**src/rtl/saida_de_dados.sv**
```systemverilog
// saida_de_dados -- CPU output unit.
//
// Accepts a signed 32-bit word when the control unit strobes OUT, converts its
// magnitude to BCD with a sequential double-dabble (one bit per clock, 32
// clocks), then drives N_DIGITOS active-low 7-segment digits plus a sign digit.
//
// Ports:
//   clock      in   1            system clock, rising edge
//   reset      in   1            asynchronous, active-high
//   OUT        in   1            output request, sampled each rising edge
//   dado       in   32           two's-complement value, sampled with OUT
//   segmentos  out  7*N_DIGITOS  digit k at [7k+6:7k], k=0 units, {g,f,e,d,c,b,a}, active-low
//   sinal      out  7            sign digit, same encoding
//   flag_OUT   out  1            high while a conversion is in progress
//   pronto     out  1            one-cycle pulse when the displays take a new value
module saida_de_dados #(
  parameter int N_DIGITOS = 8
) (
  input  logic                     clock,
  input  logic                     reset,
  input  logic                     OUT,
  input  logic signed [31:0]       dado,
  output logic [7*N_DIGITOS-1:0]   segmentos,
  output logic [6:0]               sinal,
  output logic                     flag_OUT,
  output logic                     pronto
);

  localparam int BCD_W = 4 * N_DIGITOS;

  localparam logic [6:0] SEG_BLANK = 7'b1111111;
  localparam logic [6:0] SEG_MINUS = 7'b0111111;
  localparam logic [6:0] SEG_E     = 7'b0000110;
  localparam logic [6:0] SEG_ZERO  = 7'b1000000;

  function automatic logic [63:0] pow10(input int n);
    logic [63:0] r;
    r = 64'd1;
    for (int i = 0; i < n; i++) r = r * 64'd10;
    return r;
  endfunction

  // Largest displayable magnitude; fits in 32 bits for every legal N_DIGITOS.
  localparam logic [31:0] LIMIT = 32'(pow10(N_DIGITOS) - 64'd1);

  function automatic logic [6:0] seg7(input logic [3:0] d);
    logic [6:0] s;
    case (d)
      4'd0:    s = 7'b1000000;
      4'd1:    s = 7'b1111001;
      4'd2:    s = 7'b0100100;
      4'd3:    s = 7'b0110000;
      4'd4:    s = 7'b0011001;
      4'd5:    s = 7'b0010010;
      4'd6:    s = 7'b0000010;
      4'd7:    s = 7'b1111000;
      4'd8:    s = 7'b0000000;
      4'd9:    s = 7'b0010000;
      default: s = SEG_BLANK;
    endcase
    return s;
  endfunction

  // Double-dabble correction: any nibble >=5 gets +3 so the following shift
  // carries correctly into the next decimal digit.
  function automatic logic [BCD_W-1:0] dabble_adj(input logic [BCD_W-1:0] b);
    logic [BCD_W-1:0] r;
    r = b;
    for (int i = 0; i < N_DIGITOS; i++) begin
      if (b[4*i +: 4] >= 4'd5) r[4*i +: 4] = b[4*i +: 4] + 4'd3;
    end
    return r;
  endfunction

  function automatic logic [7*N_DIGITOS-1:0] reset_display();
    logic [7*N_DIGITOS-1:0] r;
    r = {(7*N_DIGITOS){1'b1}};
    r[6:0] = SEG_ZERO;
    return r;
  endfunction

  typedef enum logic [1:0] {
    OCIOSO   = 2'd0,
    CONVERTE = 2'd1,
    ATUALIZA = 2'd2
  } state_t;

  state_t                   state_q, state_d;
  logic [4:0]               cnt_q, cnt_d;
  logic [31:0]              mag_q, mag_d;
  logic [BCD_W-1:0]         bcd_q, bcd_d;
  logic                     neg_q, neg_d;
  logic                     ovf_q, ovf_d;
  logic                     nz_q, nz_d;
  logic [7*N_DIGITOS-1:0]   seg_q, seg_d;
  logic [6:0]               sinal_q, sinal_d;
  logic                     flag_q, flag_d;
  logic                     pronto_q, pronto_d;

  logic [31:0]              abs_dado;
  logic [BCD_W-1:0]         bcd_adj;
  logic [7*N_DIGITOS-1:0]   seg_new;
  logic                     leading;

  // Magnitude as unsigned: -2^31 wraps to 0x80000000, which is the right value.
  assign abs_dado = dado[31] ? (~dado + 32'd1) : dado;
  assign bcd_adj  = dabble_adj(bcd_q);

  // Display image built from the finished BCD register. Zeros are blanked
  // from the most significant digit down until the first non-zero digit;
  // the units digit is always shown.
  always_comb begin
    seg_new = {(7*N_DIGITOS){1'b1}};
    leading = 1'b1;
    for (int k = N_DIGITOS - 1; k >= 0; k--) begin
      if (ovf_q) begin
        seg_new[7*k +: 7] = SEG_E;
      end else if (leading && (bcd_q[4*k +: 4] == 4'd0) && (k != 0)) begin
        seg_new[7*k +: 7] = SEG_BLANK;
      end else begin
        seg_new[7*k +: 7] = seg7(bcd_q[4*k +: 4]);
        leading = 1'b0;
      end
    end
  end

  always_comb begin
    state_d  = state_q;
    cnt_d    = cnt_q;
    mag_d    = mag_q;
    bcd_d    = bcd_q;
    neg_d    = neg_q;
    ovf_d    = ovf_q;
    nz_d     = nz_q;
    seg_d    = seg_q;
    sinal_d  = sinal_q;
    flag_d   = flag_q;
    pronto_d = 1'b0;

    case (state_q)
      OCIOSO: begin
        if (OUT) begin
          neg_d   = dado[31];
          mag_d   = abs_dado;
          ovf_d   = abs_dado > LIMIT;
          nz_d    = abs_dado != 32'd0;
          bcd_d   = '0;
          cnt_d   = 5'd0;
          flag_d  = 1'b1;
          state_d = CONVERTE;
        end
      end
      CONVERTE: begin
        bcd_d = {bcd_adj[BCD_W-2:0], mag_q[31]};
        mag_d = {mag_q[30:0], 1'b0};
        cnt_d = cnt_q + 5'd1;
        if (cnt_q == 5'd31) state_d = ATUALIZA;
      end
      ATUALIZA: begin
        seg_d    = seg_new;
        sinal_d  = (neg_q && (ovf_q || nz_q)) ? SEG_MINUS : SEG_BLANK;
        pronto_d = 1'b1;
        flag_d   = 1'b0;
        state_d  = OCIOSO;
      end
      default: begin
        flag_d  = 1'b0;
        state_d = OCIOSO;
      end
    endcase
  end

  always_ff @(posedge clock or posedge reset) begin
    if (reset) begin
      state_q  <= OCIOSO;
      cnt_q    <= 5'd0;
      mag_q    <= '0;
      bcd_q    <= '0;
      neg_q    <= 1'b0;
      ovf_q    <= 1'b0;
      nz_q     <= 1'b0;
      seg_q    <= reset_display();
      sinal_q  <= SEG_BLANK;
      flag_q   <= 1'b0;
      pronto_q <= 1'b0;
    end else begin
      state_q  <= state_d;
      cnt_q    <= cnt_d;
      mag_q    <= mag_d;
      bcd_q    <= bcd_d;
      neg_q    <= neg_d;
      ovf_q    <= ovf_d;
      nz_q     <= nz_d;
      seg_q    <= seg_d;
      sinal_q  <= sinal_d;
      flag_q   <= flag_d;
      pronto_q <= pronto_d;
    end
  end

  assign segmentos = seg_q;
  assign sinal     = sinal_q;
  assign flag_OUT  = flag_q;
  assign pronto    = pronto_q;

endmodule

```
**config.mk**
```make
export PLATFORM = sky130hd
export DESIGN_NAME = saida_de_dados
export DESIGN_NICKNAME = d
export VERILOG_FILES = /design/src/rtl/saida_de_dados.sv
export SDC_FILE = /design/constraint.sdc
export NUM_CORES = 1
export LEC_CHECK = 0
export CORE_MARGIN = 1
export CORE_UTILIZATION = 61
export DETAILED_ROUTE_END_ITERATION = 16
export PLACE_DENSITY = 0.86
export SYNTH_ARGS = -nofsm -noshare
export SYNTH_HDL_FRONTEND = slang
export SYNTH_SLANG_ARGS = --single-unit
```
**constraint.sdc**
```tcl
create_clock -name clock -period 9.7 [get_ports clock]
set_input_delay 1.94 -clock clock [delete_from_list [all_inputs] [get_ports clock]]
set_output_delay 1.94 -clock clock [all_outputs]
set_load 0.02 [all_outputs]
```
## Yosys cells after proc, flatten, opt, wreduce, memory -nomap -nowiden

Memory sizes are Yosys's and may differ from the RTL's.
Index checks and enable logic that the tools add are counted.

| word-level totals | value |
|---|---|
| flip-flop bits (word level) | 139 |
| latch bits | 0 |
| memory bits (writable) | 0 |
| memory bits (read-only) | 896 |
| output and inout port bits | 65 |
| logic and storage cells | 116 |
| memories | 8 |

| cells by class | value |
|---|---|
| $add $sub $neg | 10 |
| $mul | 0 |
| divide/modulo/power cells | 0 |
| order comparisons | 9 |
| equal/unequal tests | 5 |
| shift-type cells | 0 |
| multiplexer cells | 49 |
| bitwise operators | 2 |
| reductions and logical operators | 22 |

Memories:

| memory | depth | width | rd ports | clocked after memory_dff | wr ports | line | RTL |
|---|---|---|---|---|---|---|---|
| (name not given) | 16 | 7 | 1 | 0 | 0 | 48 | `case (d)` |
| (name not given) | 16 | 7 | 1 | 0 | 0 | 48 |  |
| (name not given) | 16 | 7 | 1 | 0 | 0 | 48 |  |
| (name not given) | 16 | 7 | 1 | 0 | 0 | 48 |  |
| (name not given) | 16 | 7 | 1 | 0 | 0 | 48 |  |
| (name not given) | 16 | 7 | 1 | 0 | 0 | 48 |  |
| +2 memories | n/a | n/a | n/a | n/a | n/a | n/a |  |

Operators with widths:

| operator | number |
|---|---|
| 32-bit one-hot mux with 2 select lines | 2 |
| 7-bit two-way mux | 16 |
| 32-bit two-way mux | 3 |
| 32-bit by 1-bit adder with 32-bit output (second input constant) | 1 |
| 4-bit by 3-bit greater-or-equal comparator with 1-bit output (second input constant) | 8 |
| 32-bit by 27-bit greater-than comparator with 1-bit output (second input constant) | 1 |
| 32-bit NOT | 1 |
| 32-bit nonzero test | 1 |
| 4-bit by 2-bit adder with 4-bit output (second input constant) | 7 |
| 4-bit logical NOT | 7 |
| 4-bit two-way mux | 7 |
| 1-bit two-way mux | 14 |
| 5-bit one-hot mux with 2 select lines | 1 |
| 2-bit AND reduction | 4 |
| 1-bit logical AND | 7 |
| 5-bit by 1-bit adder with 5-bit output (second input constant) | 1 |
| 5-bit equality test (second input constant) | 1 |
| 5-bit two-way mux | 1 |
| 2-bit two-way mux | 2 |
| 2-bit inequality test (second input constant) | 2 |
| 2-bit one-hot mux with 2 select lines | 1 |
| 3-bit by 2-bit adder with 3-bit output (second input constant) | 1 |
| 3-bit two-way mux | 1 |
| 2-bit by 1-bit equality test with 1-bit output (second input constant) | 1 |
| 6 further kinds | 6 |

## Depth between registers and ports, before layout

| depth | value |
|---|---|
| word-level depth | 21 |
| depth in mapped cells | 10 |

## Worst setup path after synthesis

OpenSTA, ideal clock, no wires.

| timing | value |
|---|---|
| path kind | in2reg |
| start point | input dado[10] |
| end point | register ovf_q |
| arrival time | 4.233 ns |
| data required time | 9.605 ns |
| path slack | 5.372 ns |
| stages on the path | 9 |
| buffers on the path | 2 |
| cell sequence | buf_6 > or4_4 > or4_4 > buf_6 > o31ai_1 > xor2_1 > nor4_1 > a31oi_1 > o31ai_1 |

| between the ends | value |
|---|---|
| longest elaborated chain between the ends | 4 |

Ends and longest elaborated chain:

| element | line | RTL |
|---|---|---|
| from (decl) | 22 | `input logic signed [31:0] dado,` |
| 32-bit NOT | 106 | `assign abs_dado = dado[31] ? (~dado + 32'd1) : dado;` |
| 32-bit by 1-bit adder with 32-bit output | 106 |  |
| 32-bit two-way mux (*) | 106 |  |
| 32-bit by 27-bit greater-than comparator with 1-bit output (*) | 145 | `ovf_d = abs_dado > LIMIT;` |
| to (signal assigned) | 192 | `ovf_q <= ovf_d;` |
| to (decl) | 93 | `logic ovf_q, ovf_d;` |

Mark *: on every way between the ends. The rest lies on a longest branch, timed or not.
A chain may end at the register's enable or synchronous reset.

## Worst setup path in the final report

| timing | value |
|---|---|
| start point | input dado[0] |
| end point | register nz_q |

| between the ends | value |
|---|---|
| longest elaborated chain between the ends | 4 |

Ends and longest elaborated chain:

| element | line | RTL |
|---|---|---|
| 32-bit NOT | 106 |  |
| 32-bit by 1-bit adder with 32-bit output | 106 |  |
| 32-bit two-way mux (*) | 106 |  |
| 32-bit nonzero test (*) | 146 | `nz_d = abs_dado != 32'd0;` |
| to (signal assigned) | 193 | `nz_q <= nz_d;` |
| to (decl) | 94 | `logic nz_q, nz_d;` |

Marked as above.

==> results.cfg <==
[place]
numPortBuffers = 93
gp_congestion = 0.892
pre_cts_slack_ns = 4.68
hpwl_mm = 12.7

[critical_path]
endpoint_kind = flop
worstPathMaxFanout = 11
critPathArrivalTime_ns = 4.90
crit_end = nz_q$_DFFE_PP0P_
required_ns = 9.98
path_class = input pin to flop
worstReg2RegEnd = segmentos[9]$_DFFE_PP1P_
r2r_cells = 8
start_kind = input pin
r2r-start = bcd_q[28]$_DFFE_PP0P_
cp-startpoint = dado[0]
r2r_slack_ns = 6.52

[timing]
tightest_slew_ns = 0.915
finalHoldViolCount = 0
rsz0062_at_grt = false
slew_headroom = 0.387
fin_hold_ws_ns = 0.456
finalSetupTns_ns = 0
maxSlewViolCount = 0
fin_crit_sh = 0.476
setup_viol = 0
setup_ws_ns = 5.08
finClkSkew_ns = 0.00690
max_freq_ghz = 0.216
period_needed_ns = 4.62

[power_and_ir_drop]
leakage_uw = 0.00402
ir_drop_v = 0.000159
cellPowerDensity_mw_per_mm2 = 324

[logic_synthesis]
async_flop_share = 1.00
syn_avg_cell_area_sq_um = 8.79
yosysUniqueCellTypes = 62
synth-edff-count = 0
netlist_instances = 937
synth_area_sq_mm = 0.00823
synth_ff_type = dfrtp_1
synth_top_area_frac = 0.249
synthTopCellsByArea = dfrtp_1 (25%), dfstp_2 (16%), ha_1 (7.1%)
yosysTopAreaCell = dfrtp_1
seq_area_frac_synth = 0.412
synth-seq-cells = 133
yosys_warnings = 0

[clock_tree]
clkTransAtPathRegs_ns = 0.05
cts_inserted_buffers = 17
post_cts_buffers = 0
clock-sinks = 133
worst_skew_pair.late_latency_ns = 0.42
clock_path_buffers = 2
cts_max_level = 4
cts_resized = 0
cts_hold_buf = 0
clock-root-buffer = clkbuf_16
cts_tree = done

[worst_hold_path]
hold_path_class = flop to flop

[layout]
antennaDiodeCount = 0
mostFrequentLayoutCells = o21ai_0 (105), nand2_1 (100), clkdlybuf4s50_1 (93)
drive_gt1_frac = 0.112
fin_nets = 1074
nFillCells = 974
final_common_cell = o21ai_0
area_growth_pct = 17.5

[global_routing]
grt-ovfl-total = 0
antenna_found_initial = 0
grt_use_total = 0.279
grt_pass1_vias = 6674
grt_pass1_wl_mm = 31.6
grt_max_degree = 77

[route]
drc = 0
drtAntennaViolNets = 0
drtIter0Drc = 613
vias_per_cell = 6.09
vias = 7195
wl_per_cell_um = 15.9
wl_mm = 18.7
first_pass_iters = 6

[job]
maxCapViolCount = 0

[die]
num_io_pins = 100
die_h_um = 118
die-area_sq_mm = 0.0140
start_util = 0.624
rows = 42
die_x_um = 118
core_sq_mm = 0.0132

[run_status]
status = completed
routing by layer:
metal / wire (um) / track usage / vias up
li1: - / - / 3448
met1: 8440 / 0.369 / 3499
met2: 9130 / 0.465 / 217
met3: 740 / 0.0415 / 31
met4: 408 / 0.106 / 0
met5: 0 / 0 / -
power breakdown:
group | switching (uW) | leakage, uW | total (uW) | internal [uW]
clock | 230 | 0.000253 | 560 | 329
combinational | 797 | 0.00221 | 1450 | 657
sequential | 262 | 0.00155 | 1130 | 864
total | 1290 | 0.00402 | 3140 | 1850
cell families (layout without fill, tap and decap cells):
group	Yosys count	count (layout)	synth area share
mux	7	7	0.00881
simple gates	282	282	0.164
xor+xnor	41	41	0.0436
compound gates	321	321	0.246
other cells	1	6	0.000455
flops	133	133	0.412
buf+inv	105	168	0.0533
fa+ha+maj	47	47	0.0714
worst min-delay path by stage:
stage                              start                        end  cells after the start
3_3_place_gp   segmentos[42]$_DFFE_PP1P_  segmentos[42]$_DFFE_PP1P_                      2
6_report       segmentos[25]$_DFFE_PP1P_  segmentos[25]$_DFFE_PP1P_                      2
5_1_grt        segmentos[25]$_DFFE_PP1P_  segmentos[25]$_DFFE_PP1P_                      2
3_5_place_dp   segmentos[25]$_DFFE_PP1P_  segmentos[25]$_DFFE_PP1P_                      2
4_1_cts        segmentos[25]$_DFFE_PP1P_  segmentos[25]$_DFFE_PP1P_                      2
2_1_floorplan          neg_q$_DFFE_PP0P_          neg_q$_DFFE_PP0P_                      2
stage by stage:
step	power, uW	cells	util	cell area (sq um)
2_1_floorplan	2100	942	-	8250
3_3_place_gp	2510	1149	0.695	9160
3_5_place_dp	2550	1149	0.695	9160
4_1_cts	3140	1181	0.734	9680
5_1_grt	3380	1181	0.734	9680
6_report	3140	1181	0.734	9680
state kept, by name (all words and copies together) (netlist names):
signal / cells
nz_q: 1
neg_q: 1
sinal: 1
flag_OUT: 1
bcd_q: 32
mag_q: 32
state_q: 2
cnt_q: 5
pronto: 1
ovf_q: 1
segmentos: 56
cell type report:
type                            instances  area, sq um  area share
Clock buffer                           22          454      0.0469
Sequential cell                       133         3390       0.351
Clock inverter                         10         58.8     0.00608
Inverter                               35          134      0.0138
Timing Repair Buffer                  101          991       0.102
Tap cell                              176          220      0.0228
Multi-Input combinational cell        704         4430       0.457
critical path: stages:
cell             delay (ns)
clkdlybuf4s50_1        0.46
inv_1                  0.10
ha_1                   0.15
or3b_2                 0.50
or4_4                  0.55
o31ai_4                0.28
xor2_1                 0.25
o311ai_1               0.21
nor4b_2                0.33
a31oi_1                0.12
cells in the mapped netlist, types with 3 or more instances:
cell type / instances
xor2_1: 20
a31oi_1: 8
a21o_1: 7
a211oi_1: 8
a21oi_1: 71
mux2i_1: 5
buf_6: 3
nand4b_1: 4
nand2_1: 100
nor2_1: 85
buf_4: 6
o211ai_1: 5
nor3b_1: 7
and2_1: 4
o21ai_0: 105
nor3_1: 13
a22oi_1: 23
o311ai_0: 5
o31ai_1: 15
inv_1: 35
a22o_1: 20
or2_2: 7
nor4_1: 6
nand4_1: 4
o22ai_1: 26
nand2b_1: 20
dfstp_2: 51
dfrtp_1: 82
nor2b_1: 5
o31a_1: 3
or4_4: 4
clkbuf_1: 55
xnor2_1: 21
ha_1: 47
or3_1: 8
o31ai_2: 3
o21a_1: 3
o41ai_1: 4
buf_1: 6
nand3_1: 3
Power figures use the tool's default switching activity.
==> RTL change 1 (config.mk and constraints unchanged) <==
Encoding of `state_t`: now one-hot (3 bits for 3 states).
--- a/src/rtl/saida_de_dados.sv
+++ b/src/rtl/saida_de_dados.sv
@@ -80,8 +80,8 @@
   endfunction
 
-  typedef enum logic [1:0] {
-    OCIOSO   = 2'd0,
-    CONVERTE = 2'd1,
-    ATUALIZA = 2'd2
+  typedef enum logic [2:0] {
+    OCIOSO   = 3'b001,
+    CONVERTE = 3'b010,
+    ATUALIZA = 3'b100
   } state_t;
 
Behaviour: no difference found for any inputs over 10 cycles, from zero or initial values and one cycle with reset high; not proved beyond that.
==> RTL change 1 against the unedited design <==
Worst setup slack got worse by 260 ps; area after synthesis increased by 0.70%; routed wire length increased by 2.1%; synthesized cell count increased by 2.1%; register-to-register slack got worse by 240 ps; sequential cell count increased by 1; final cell count increased by 2.1%; cell area increased by 1.6%; clock skew increased by 2.1 ps; largest cell class unchanged; highest routed layer unchanged.
Power is not compared: it rests on default switching activity, and its combinational part moved more than twofold at a synthesized area within 25%.
==> RTL change 1: results (changes against the unedited design) <==
metric	value	unit	change
outcome	finished, final reports clean		
mux contribution to synthesized area	0.0139		+0.00507
top post-synthesis cells by area	dfrtp_1, dfstp_2, o21ai_0, ha_1, nand2_1		
Hold Path Origin	segmentos[21]		
top cells by count, synth	o21ai_0, nand2_1, nor2_1		
FF+latch count, synth	134		+0.75%
Clock buf/inv share	0.0606		+0.00757
max_slew headroom	0.293		-0.0941
Seq/total area	0.348		-0.00281
Final Wtd Congestion	0.911		+2.2%
DR iter-0 viols	469		-23%
RR Startpoint	state_q[1]		
largest net degree at the start of global routing	75		-2.6%
Synth Area in Compound Gates	0.240		-0.00608
vias in the first global route	6631		-0.64%
multi-input combinational area share	0.455		-0.00220
Total Wirelength	19.1	mm	+2.1%
Worst Hold End	segmentos[21]		
nonclk inv count	38		+8.6%
reg2reg path depth	6		-2
buffering overhead	0.0993		-0.00313
placed cell areas	9240	µm²	+0.78%
clock buffer count	23		+4.5%
share of cells above drive strength 1	0.101		-0.0115
nonclk buf count	99		-2.0%
Post-Synth XOR/XNOR Area	0.0444		+0.000754
critical-path maximum fanout	6		-5
DP Wirelength	12.6	mm	-0.54%
H-tree levels	4		unchanged
die width	119	µm	+0.34%
terminus of the critical flop-to-flop path	segmentos[36]		
gr usage total	0.283		+0.00391
first-pass GRT wire length	32.0	mm	+1.4%
Post-Synth Adder-Cell Area	0.0709		-0.000496
R2R setup slack	6280	ps	-240 ps
library cells used by synthesis	59		-4.8%
vias per cell	5.99		-1.7%
CP arrival	5180	ps	+280 ps
DRT Pass-1 Iters	5		-1
post-synthesis sequential area ratio	0.412		about the same
multi-input gate count	727		+3.3%
FILL cells	967		-0.72%
design area	9830	µm²	+1.6%
Final #Nets	1099		+2.3%
Final Skew	9.00	ps	+2.09 ps
Largest stage delay, worst path	630	ps	+80 ps
-- RTL change 1: cell types whose count changed after synthesis, moves of 5 or more --
| cell | unedited run | this run |
|---|---|---|
| nand3_1 | 3 | 32 |
| xor2_1 | 20 | 25 |
| or3_1 | 8 | 3 |
| a22oi_1 | 23 | 29 |
| nand2_1 | 100 | 95 |
| o21ai_0 | 105 | 128 |
| a21o_1 | 7 | 13 |
| or2_2 | 7 | 1 |
| o22ai_1 | 26 | 3 |
-- RTL change 1: power breakdown --
group          internal [mW]  switching [mW]  total [mW]
Combinational          0.121           0.209       0.330
Sequential             0.643          0.0602       0.703
Clock                  0.409           0.228       0.637
Total                   1.17           0.497        1.67
-- RTL change 1: per-layer routing --
metal	up-vias	part of all wire	global-route usage
li1	3525	-	-
met1	3443	0.45	0.377
met2	223	0.48	0.465
met3	31	0.046	0.0521
met4	0	0.020	0.0957
met5	-	0	0
-- RTL change 1: cells by family after synthesis --
family,Yosys count
other cells,1
xor+xnor,42
flops,134
fa+ha+maj,47
mux,11
buf+inv,101
simple gates,295
compound gates,326
-- RTL change 1: worst max-delay path by stage --
stage | from | end | slack [ps] | cells past startpoint
final | dado[0] | ovf_q | 4820 | 11
after global routing | dado[0] | ovf_q | 4580 | 11
after CTS | dado[1] | ovf_q | 4860 | 11
after detailed placement | dado[0] | ovf_q | 4420 | 11
after global placement | dado[6] | ovf_q | 4530 | 9
after floorplan | reset | bcd_q[0] | 4260 | 1
-- RTL change 1: metrics by stage --
step	hold slack (ps)	setup slack (ps)	utilization	total power, mW	std cells
3_5_place_dp	450	4420	0.697	1.03	1174
3_3_place_gp	447	4530	0.697	1.02	1174
5_1_grt	481	4580	0.742	1.75	1206
2_1_floorplan	449	4260	-	0.938	962
6_report	454	4820	0.742	1.67	1206
4_1_cts	459	4860	0.742	1.67	1206
==> RTL change 2 (config.mk and constraints unchanged) <==
Made on the original files. Set the parameter `N_DIGITOS` to 9 (it was 8).
--- a/src/rtl/saida_de_dados.sv
+++ b/src/rtl/saida_de_dados.sv
@@ -15,5 +15,5 @@
 //   pronto     out  1            one-cycle pulse when the displays take a new value
 module saida_de_dados #(
-  parameter int N_DIGITOS = 8
+  parameter int N_DIGITOS = 9
 ) (
   input  logic                     clock,
Ports: changed (resized segmentos); port bits go from 100 to 107. The function was not compared with the original's and may differ.
==> RTL change 2 against the unedited design <==
Total power down 6.8%; largest cell class unchanged; highest routed layer unchanged; final cell count up 8.7%; register-to-register slack worse by 660 ps; synthesized cell count up 9.8%; via count up 8.9%; area after synthesis up 7.9%; largest power group unchanged; cell area up 8.5%; die area up 7.7%; routed wire length up 11%; worst setup slack worse by 490 ps; first-iteration DRC count up 26%; sequential cell count up 11.
==> RTL change 2: results (changes against the unedited design) <==
metric	value	unit	change
largest net degree at the start of global routing	81		+5.2%
DP Wirelength	14.1	mm	+11%
Largest stage delay, worst path	630	ps	+80 ps
first-pass GRT wire length	34.4	mm	+8.9%
Vias	7835		+8.9%
post-synthesis sequential area ratio	0.414		+0.00198
Global Route met1 Usage	0.379		+0.0102
Total Wirelength	20.7	mm	+11%
Port Buffers	100		+7.5%
crit path from	dado[4]		
placed cell areas	9920	µm²	+8.2%
CP arrival	5420	ps	+520 ps
Synth Area per Inst	8.63	µm²	-1.8%
share of cells above drive strength 1	0.105		-0.00737
outcome	finished, final reports clean		
RR Startpoint	bcd_q[32]		
critical-path maximum fanout	14		+3
gr usage total	0.294		+0.0149
grt met2 use	0.491		+0.0258
pre-CTS setup slack	4180	ps	-498 ps
reg2reg path depth	10		+2
Worst Tran Pin Value	1210	ps	+299 ps
DRT Pass-1 Iters	5		-1
Final #Nets	1178		+9.7%
DR iter-0 viols	772		+26%
Routed WL per cell	16.1	µm	+1.8%
top cells by count, synth	o21ai_0, nand2_1, dfrtp_1		
Hold Path Origin	segmentos[45]		
[RTL change 2: worst min-delay path, cell delays in order (launching register included)]
cell	delay (ps)
dfstp_2	360
nand2_1	50
nand2_1	50
[RTL change 2: kinds of logic (layout without fill, tap and decap cells)]
logic type	after synthesis	count (layout)	share of synthesized area
other	1	6	0.000422
xor gates and xnor gates	41	41	0.0404
adders and majority gates	52	52	0.0733
muxes	10	10	0.0116
AOI/OAI and AO/OA	355	355	0.241
DFF	144	144	0.414
and+or+nand+nor	319	319	0.171
buffers and inverters	107	177	0.0479
[RTL change 2: metrics by stage]
stage / util / power, mW
3_3_place_gp: 0.706 / 2.20
2_1_floorplan: - / 1.95
4_1_cts: 0.748 / 2.92
3_5_place_dp: 0.706 / 2.26
5_1_grt: 0.748 / 3.17
6_report: 0.748 / 2.93
[RTL change 2: final timing paths]
path	end	slack, ps
min	segmentos[45]	460
max	nz_q	4580
min reg2reg	segmentos[45]	460
max reg2reg	segmentos[8]	5860
max in group asynchronous	bcd_q[23]	6370
min in group asynchronous	bcd_q[27]	1960
[RTL change 2: area by class of cell]
type,count,area share
multi-input cells,783,0.459
flip-flops and latches,144,0.350
repair buffers,107,0.100
clock buffers,22,0.0452
well taps,180,0.0214
inverters,38,0.0141
clock inverters,10,0.0105
[RTL change 2: power groups by stage]
stage / Sequential, mW / Clock (mW) / Combinational (mW)
detailed placement: 1.04 / 0 / 1.22
CTS: 1.03 / 0.645 / 1.24
finish: 1.04 / 0.644 / 1.24
floorplan: 0.922 / 0 / 1.03
global route: 1.07 / 0.678 / 1.42
global placement: 1.03 / 0 / 1.17
[RTL change 2: per-layer routing]
layer  vias up  share of wire
met1      3752           0.43
met3        38          0.050
met2       257           0.49
li1       3788              -
met4         0          0.020
met5         -              0
